[config.mk]
export PLATFORM = sky130hd
export DESIGN_NAME = lsu_ctrl
export DESIGN_NICKNAME = d
export VERILOG_FILES = /design/src/rtl/lsu_ctrl.sv
export SDC_FILE = /design/constraint.sdc
export NUM_CORES = 1
export LEC_CHECK = 0
export CORE_MARGIN = 2
export CORE_UTILIZATION = 54
export CTS_BUF_LIST = sky130_fd_sc_hd__clkbuf_16
export CTS_CLUSTER_SIZE = 20
export DETAILED_ROUTE_END_ITERATION = 16
export PLACE_DENSITY = 0.86
export SETUP_SLACK_MARGIN = 0.4
export SYNTH_ARGS = -nofsm -noshare
export SYNTH_HDL_FRONTEND = slang
export SYNTH_SLANG_ARGS = --single-unit
export TNS_END_PERCENT = 50
[constraint.sdc]
create_clock -name i_clk -period 5.6 [get_ports i_clk]
set_input_delay 1.12 -clock i_clk [delete_from_list [all_inputs] [get_ports i_clk]]
set_output_delay 1.12 -clock i_clk [all_outputs]
set_load 0.01 [all_outputs]
[src/rtl/lsu_ctrl.sv]
// Load/store unit controller for RV32I: turns one pipeline request into one or two
// word-aligned memory beats, assembles and extends load data, and returns one response.
module lsu_ctrl #(
    parameter int SPLIT_MISALIGNED = 1,
    parameter int MEM_WIDTH        = 32   // only 32 is supported
) (
    input  logic                 i_clk,
    input  logic                 i_rst,
    input  logic                 i_req_valid,
    output logic                 o_req_ready,
    input  logic [31:0]          i_req_addr,
    input  logic                 i_req_wen,
    input  logic [2:0]           i_req_funct3,
    input  logic [MEM_WIDTH-1:0] i_req_wdata,
    output logic                 o_rsp_valid,
    input  logic                 i_rsp_ready,
    output logic [MEM_WIDTH-1:0] o_rsp_rdata,
    output logic                 o_rsp_trap,
    output logic                 o_mem_req,
    input  logic                 i_mem_ready,
    output logic [31:0]          o_mem_addr,
    output logic                 o_mem_ren,
    output logic                 o_mem_wen,
    output logic [3:0]           o_mem_mask,
    output logic [MEM_WIDTH-1:0] o_mem_wdata,
    input  logic                 i_mem_valid,
    input  logic [MEM_WIDTH-1:0] i_mem_rdata
);

    typedef enum logic [2:0] {
        S_IDLE, S_REQ0, S_WAIT0, S_REQ1, S_WAIT1, S_RESP
    } state_t;

    state_t      state_q, state_d;
    logic [31:0] addr_q, addr_d;
    logic        wen_q, wen_d;
    logic [2:0]  funct3_q, funct3_d;
    logic [31:0] wdata_q, wdata_d;
    logic        split_q, split_d;
    logic [31:0] beat0_q, beat0_d;
    logic [31:0] rdata_q, rdata_d;
    logic        trap_q, trap_d;

    // Decode of the request presented at the input, used on acceptance.
    logic [1:0] req_off;
    logic       req_legal, req_mis, req_trap;

    always_comb begin
        req_off   = i_req_addr[1:0];
        req_legal = i_req_wen ? (i_req_funct3 inside {3'd0, 3'd1, 3'd2})
                              : (i_req_funct3 inside {3'd0, 3'd1, 3'd2, 3'd4, 3'd5});
        req_mis   = ((i_req_funct3[1:0] == 2'd1) && (req_off == 2'd3)) ||
                    ((i_req_funct3[1:0] == 2'd2) && (req_off != 2'd0));
        req_trap  = !req_legal || (req_mis && (SPLIT_MISALIGNED == 0));
    end

    // Lane placement of the latched access; the upper half of each wide vector is beat 1.
    logic [1:0]  off_q;
    logic [3:0]  base_mask;
    logic [7:0]  mask_wide;
    logic [63:0] wdata_wide;
    logic [31:0] word_addr;
    logic [5:0]  beat1_shamt;
    logic [31:0] beat0_shift, beat1_merge;

    always_comb begin
        off_q = addr_q[1:0];
        case (funct3_q[1:0])
            2'd0:    base_mask = 4'b0001;
            2'd1:    base_mask = 4'b0011;
            default: base_mask = 4'b1111;
        endcase
        mask_wide   = {4'b0000, base_mask} << off_q;
        wdata_wide  = {32'd0, wdata_q} << {off_q, 3'b000};
        word_addr   = {addr_q[31:2], 2'b00};
        beat1_shamt = 6'd32 - {1'b0, off_q, 3'b000};
        beat0_shift = i_mem_rdata >> {off_q, 3'b000};
        beat1_merge = beat0_q | (i_mem_rdata << beat1_shamt);
    end

    function automatic logic [31:0] extend(input logic [2:0] f3, input logic [31:0] raw);
        case (f3)
            3'd0:    return {{24{raw[7]}}, raw[7:0]};
            3'd1:    return {{16{raw[15]}}, raw[15:0]};
            3'd4:    return {24'd0, raw[7:0]};
            3'd5:    return {16'd0, raw[15:0]};
            default: return raw;
        endcase
    endfunction

    always_comb begin
        state_d  = state_q;
        addr_d   = addr_q;
        wen_d    = wen_q;
        funct3_d = funct3_q;
        wdata_d  = wdata_q;
        split_d  = split_q;
        beat0_d  = beat0_q;
        rdata_d  = rdata_q;
        trap_d   = trap_q;
        case (state_q)
            S_IDLE: begin
                if (i_req_valid) begin
                    addr_d   = i_req_addr;
                    wen_d    = i_req_wen;
                    funct3_d = i_req_funct3;
                    wdata_d  = i_req_wdata;
                    split_d  = req_mis;
                    trap_d   = req_trap;
                    rdata_d  = 32'd0;
                    state_d  = req_trap ? S_RESP : S_REQ0;
                end
            end
            S_REQ0: if (i_mem_ready) state_d = S_WAIT0;
            S_WAIT0: begin
                if (i_mem_valid) begin
                    if (split_q) begin
                        beat0_d = beat0_shift;
                        state_d = S_REQ1;
                    end else begin
                        rdata_d = wen_q ? 32'd0 : extend(funct3_q, beat0_shift);
                        state_d = S_RESP;
                    end
                end
            end
            S_REQ1: if (i_mem_ready) state_d = S_WAIT1;
            S_WAIT1: begin
                if (i_mem_valid) begin
                    rdata_d = wen_q ? 32'd0 : extend(funct3_q, beat1_merge);
                    state_d = S_RESP;
                end
            end
            S_RESP: if (i_rsp_ready) state_d = S_IDLE;
            default: state_d = S_IDLE;
        endcase
    end

    always_ff @(posedge i_clk) begin
        if (i_rst) begin
            state_q  <= S_IDLE;
            addr_q   <= 32'd0;
            wen_q    <= 1'b0;
            funct3_q <= 3'd0;
            wdata_q  <= 32'd0;
            split_q  <= 1'b0;
            beat0_q  <= 32'd0;
            rdata_q  <= 32'd0;
            trap_q   <= 1'b0;
        end else begin
            state_q  <= state_d;
            addr_q   <= addr_d;
            wen_q    <= wen_d;
            funct3_q <= funct3_d;
            wdata_q  <= wdata_d;
            split_q  <= split_d;
            beat0_q  <= beat0_d;
            rdata_q  <= rdata_d;
            trap_q   <= trap_d;
        end
    end

    // Outputs are forced low while reset is held, whatever state the register still shows.
    logic in_req0, in_req1, in_resp;

    always_comb begin
        in_req0     = (state_q == S_REQ0) && !i_rst;
        in_req1     = (state_q == S_REQ1) && !i_rst;
        in_resp     = (state_q == S_RESP) && !i_rst;
        o_req_ready = (state_q == S_IDLE) && !i_rst;
        o_mem_req   = in_req0 || in_req1;
        o_mem_ren   = o_mem_req && !wen_q;
        o_mem_wen   = o_mem_req && wen_q;
        o_mem_addr  = 32'd0;
        o_mem_mask  = 4'd0;
        o_mem_wdata = 32'd0;
        if (in_req0) begin
            o_mem_addr  = word_addr;
            o_mem_mask  = mask_wide[3:0];
            o_mem_wdata = wdata_wide[31:0];
        end else if (in_req1) begin
            o_mem_addr  = word_addr + 32'd4;
            o_mem_mask  = mask_wide[7:4];
            o_mem_wdata = wdata_wide[63:32];
        end
        o_rsp_valid = in_resp;
        o_rsp_trap  = in_resp && trap_q;
        o_rsp_rdata = in_resp ? rdata_q : 32'd0;
    end

endmodule

# Yosys cells after proc, flatten, opt, wreduce, memory -nomap -nowiden
# Cells that the tools add are included.
[totals]
reg_bits = 137
in_bits = 106
out_inout_bits = 106
elab_cells = 92
[op_classes]
add_sub_neg = 2
n_eq_ne = 23
n_shift = 4
mux = 27
bitwise = 1
n_reduce_logical = 26
[op_table]
columns = ["operator", "count"]
rows = [
  ["32-bit 2-to-1 mux", 11],
  ["32-bit case mux with 4 select lines", 2],
  ["32-bit case mux with 3 select lines", 1],
  ["32-bit by 5-bit left shift with 64-bit output", 1],
  ["32-bit by 3-bit adder with 32-bit output (second input constant)", 1],
  ["32-bit bitwise OR", 1],
  ["32-bit by 6-bit left shift with 32-bit output", 1],
  ["32-bit by 5-bit right shift with 32-bit output", 1],
  ["3-bit 2-to-1 mux", 8],
  ["3-bit == test (second input constant)", 6],
  ["3-bit case mux with 6 select lines", 1],
  ["2-bit != test (second input constant)", 7],
  ["3-bit by 1-bit == test with 1-bit output (second input constant)", 3],
  ["3-bit by 2-bit == test with 1-bit output (second input constant)", 3],
  ["1-bit logical AND", 9],
  ["3-bit zero test", 3],
  ["4-bit 2-to-1 mux", 2],
  ["4-bit case mux with 2 select lines", 1],
  ["4-bit by 2-bit left shift with 8-bit output", 1],
  ["6-bit AND reduction", 1],
  ["3-bit nonzero test", 2],
  ["6-bit by 5-bit subtractor with 6-bit output (first input constant)", 1],
  ["5-bit AND reduction", 1],
  ["5-bit nonzero test", 1],
  ["other kinds (9)", 14],
]

# Logic depth before layout (Yosys ltp)
[logic_depth]
ltp_word = 7
depth_mapped = 12
depth_no_buf = 7

# Least setup slack after synthesis
# No wires, ideal clock.
[synth_path]
path_type = "input to output"
startpoint = "input i_rst"
endpoint = "output o_mem_addr[18]"
t_arrival_ns = 2.699
setup_slack_ns = 1.781
path_stages = 6
cell_sequence = "nor4b_4 -> or4_1 -> buf_2 -> or2_0 -> or4b_1 -> a21oi_1"
[synth_via]
elab_chain_len = 4
word_cells_on_any_way = 5
classes_between = "2 x mux; 3 x reduce/logical"
[synth_rtl]
columns = ["element", "line", "text"]
rows = [
  ["start: declaration", "8", "input logic i_rst,"],
  ["1-bit zero test *", "166, 167", ""],
  ["1-bit logical AND", "167", "in_req1 = (state_q == S_REQ1) && !i_rst;"],
  ["32-bit 2-to-1 mux", "180", "end else if (in_req1) begin"],
  ["32-bit 2-to-1 mux *", "176", "if (in_req0) begin"],
  ["end: declaration", "21", "output logic [31:0] o_mem_addr,"],
]
# Every way passes the cells marked *; elsewhere a longest branch is shown, timed or not.

# Worst setup path after layout
[layout_path]
startpoint = "register state_q[1]"
endpoint = "output o_mem_wdata[1]"
[layout_via]
elab_chain_len = 4
word_cells_on_any_way = 6
classes_between = "2 x eq/ne; 2 x mux; 2 x reduce/logical"
[layout_rtl]
columns = ["element", "line", "text"]
rows = [
  ["start: declaration", "34", "state_t state_q, state_d;"],
  ["start signal: assignment", "150", "state_q <= state_d;"],
  ["3-bit by 2-bit == test with 1-bit output", "167", ""],
  ["1-bit logical AND", "167", ""],
  ["32-bit 2-to-1 mux", "180", ""],
  ["32-bit 2-to-1 mux *", "176", ""],
  ["end: declaration", "25", "output logic [MEM_WIDTH-1:0] o_mem_wdata,"],
]
# Marked as above.

==> impl_metrics.yaml <==
critical_path:
  cp_top_family: "simple AND/OR/NAND/NOR gates"
  cp_slowest_stage_delay_ns: 0.81
  cp_cell_sequence: "clkinv_1, nor2_1, nand2_1, o32ai_1, clkdlybuf4s50_1"
  rr_startpoint: "addr_q[0]"
  crit_path_max_fanout: 12
  endpoint_kind: "output port"
  critPathSlowestCell: "nor2_1"
  path_class: "reg -> out"
  cp.required_ns: 4.48
  critPathArrivalTime_ns: 3.65
  start_kind: "register"
  r2r_end: "rdata_q[29]"
  worst-path-buf-inv: 2
  reg2reg_slack_ns: 1.96
  r2r_cells: 9
synthesis:
  syn-instance-count: 1161
  netlist_area_um2: 8640
  yosys_warnings: 0
  ys_seq_area_share_pct: 31.8
  synth-edff-count: 0
  async_flop_share_pct: 0
  synthDistinctLibCells: 72
  synth.largest_area_cell: "dfxtp_1"
  synth-seq-cells: 137
  synth_flop_cell: "dfxtp_1"
  syn_area_per_cell_um2: 7.44
  netlist.area_leader.share_pct: 31.8
  synthTopCellsByArea: "dfxtp_1 (32%), nand2_1 (11%), a21oi_1 (9.0%)"
detailed_routing:
  routed_wl_um: 29500
  drt-vias-per-instance: 6.27
  drt-met1-wl_um: 11300
  wl_per_cell_um: 19.2
  drc_errors: 0
  first_pass_iters: 6
  first_iter_violations: 1016
  vias: 9642
  dr.max_layer_used: "met4"
  ant_nets: 0
  wl_met2_um: 13700
  met3WireLength_um: 3420
power_and_ir_drop:
  p_sw_uw: 1650
  internal_power_uw: 2460
  peakVddDrop_mv: 0.277
  swShare_pct: 40.2
  power_frac_clock_pct: 28.8
  pwr-share-seq_pct: 32.4
  power_density_nw_per_um2: 362
  p_leak_uw: 0.00365
  power.total_uw: 4110
  pwr-share-comb_pct: 38.9
timing:
  drv_slew: 0
  period_minus_slack_ns: 4.77
  fin_setup_tns_ns: 0
  final_hold_viol_count: 0
  tightest_slew_ns: 1.19
  finalCritPeriodShare_pct: 85.2
  fmax_mhz: 210
  skew_ns: 0.00739
  slew_headroom_pct: 20.4
  rsz0062_at_grt: "false"
  finalSetupViolCount: 0
floorplanning:
  fp-row-count: 46
  die_w_um: 130
  io_pins: 212
  die_area_um2: 17000
  initial_utilization_pct: 54.8
  dieHeight_um: 130
  core-area_um2: 15800
placed_design:
  gp_congestion: 0.956
  place_inst: 1505
  dp_hpwl_um: 19900
  placed_area_um2: 10700
  portBuffers: 209
run_status:
  status: "completed"
layout:
  drive_gt1_share_pct: 6.89
  n_antenna_cell: 0
  stdcell_area_um2: 11300
  instances_no_fill: 1537
  nNetsFinal: 1416
  synthToLayoutAreaGrowth_pct: 31.3
hold_path:
  hold_depth: 2
  worstHoldEndpoint: "beat0_q[13]"
  worst_hold_path_type: "reg -> reg"
  holdCritStartpoint: "beat0_q[13]"
global_route:
  overflow: 0
  antenna_found_initial: 0
  grt_pass1_wl_um: 45300
  grt_pass1_vias: 8868
  grt_max_degree: 76
  grt_usage_pct: 33.8
clocking:
  post_cts_resized: 0
  clk_latency_ns: 0.43
  cts.sinks: 137
  path_clk_slew_ns: 0.06
  cts.path.max_buffers: 2
  numCtsBuffers: 17
  ctsHoldBuffers: 0
  cts-htree-levels: 4
  root_buffer: "clkbuf_16"
  cts_tree: "done"
  postCtsSetupBuffers: 0
job:
  drv_cap: 0
[kinds of logic (layout without fill, tap and decap cells)]
family          after synthesis  after routing  share of synthesized area (%)
simple gates                486            486                           26.3
compound gates              333            333                           25.0
flops                       137            137                           31.8
buf+inv                     117            276                           5.61
mux                          63             63                           8.71
xor+xnor                     22             22                           2.23
fa+ha+maj                     2              2                          0.290
other cells                   1              2                         0.0434
[cell usage after synthesis, types with 8 or more instances]
library cell,instances
a22oi_1,16
mux2_2,17
a31oi_1,17
clkbuf_1,68
or3_1,19
o211ai_1,18
a21oi_1,156
a211o_1,8
nor3_1,21
nand2b_1,11
nand2_1,243
nand3_1,21
a22o_1,10
mux2i_1,38
and2_1,36
o31ai_1,16
dfxtp_1,137
buf_2,18
mux4_2,8
xnor2_1,14
buf_1,10
inv_1,14
o32ai_1,10
nor2_1,83
o21ai_0,17
a211oi_1,15
nor4_1,9
xor2_1,8
[cell type report]
type                            instances  area, µm²
Inverter                               17       63.8
Sequential cell                       137       2750
Tap cell                              216        270
Timing Repair Buffer                  227       2220
Fill cell                            1275       4430
Clock inverter                         15        185
Clock buffer                           17        425
Multi-Input combinational cell        908       5420
[power groups by stage]
| stage | combinational (µW) | sequential [µW] | clock (µW) |
|---|---|---|---|
| global placement | 1520 | 1330 | 0 |
| detailed placement | 1540 | 1340 | 0 |
| finish | 1600 | 1330 | 1180 |
| CTS | 1560 | 1320 | 1180 |
| floorplan | 1160 | 1230 | 0 |
| global route | 1710 | 1350 | 1220 |
[cell usage in the layout, fill, tap and decap left out, types with 6 or more instances in the layout]
master / n
and2_1: 36
nand3_1: 21
a22o_1: 10
a31oi_1: 17
buf_4: 19
nor4_1: 9
a221o_1: 7
o211ai_1: 18
clkdlybuf4s50_1: 208
a211oi_1: 15
nor2_1: 83
or3_1: 18
mux2i_1: 38
o32ai_1: 10
a2111o_1: 7
o21ai_0: 17
mux2_2: 17
inv_1: 16
nand4_1: 6
nand2b_1: 11
dfxtp_1: 135
o31ai_1: 16
mux4_2: 8
a211o_1: 8
o21bai_1: 7
o22ai_1: 6
nand2_1: 243
xnor2_1: 14
nor3_1: 21
clkbuf_16: 17
xor2_1: 8
a21oi_1: 156
a22oi_1: 16
[worst min-delay path, stage by stage (launching register included)]
cell	delay, ns
dfxtp_1	0.30
nand2_1	0.05
a21oi_1	0.05
[sequential cells by signal (all words and copies together) (netlist names)]
register / cells
trap_q: 1
beat0_q: 32
split_q: 1
state_q: 3
funct3_q: 3
rdata_q: 32
wdata_q: 32
addr_q: 32
wen_q: 1
[stage by stage]
stage | hold slack [ns] | util, % | worst slack [ns]
6_report | 0.450 | 71.9 | 0.829
5_1_grt | 0.475 | 71.9 | 0.723
4_1_cts | 0.453 | 71.9 | 0.930
3_5_place_dp | 0.445 | 68.0 | 1.03
3_3_place_gp | 0.438 | 68.0 | 1.04
2_1_floorplan | 0.431 | - | 1.78
[worst max path at each step]
stage,start,to,slack [ns],cells past startpoint
2_1_floorplan,i_rst,o_mem_addr[18],1.78,6
3_3_place_gp,i_rst,o_mem_addr[18],1.04,7
3_5_place_dp,i_rst,o_mem_addr[18],1.03,7
4_1_cts,state_q[1],o_mem_wdata[1],0.93,5
5_1_grt,state_q[1],o_mem_wdata[1],0.72,5
6_report,state_q[1],o_mem_wdata[1],0.83,5
[layer usage]
| layer | vias up | global-route usage (%) |
|---|---|---|
| li1 | 4448 | - |
| met1 | 4462 | 42.0 |
| met2 | 634 | 54.5 |
| met3 | 98 | 10.1 |
| met4 | 0 | 15.0 |
| met5 | - | 0 |
Note: power is estimated with default switching activity, not from simulation.
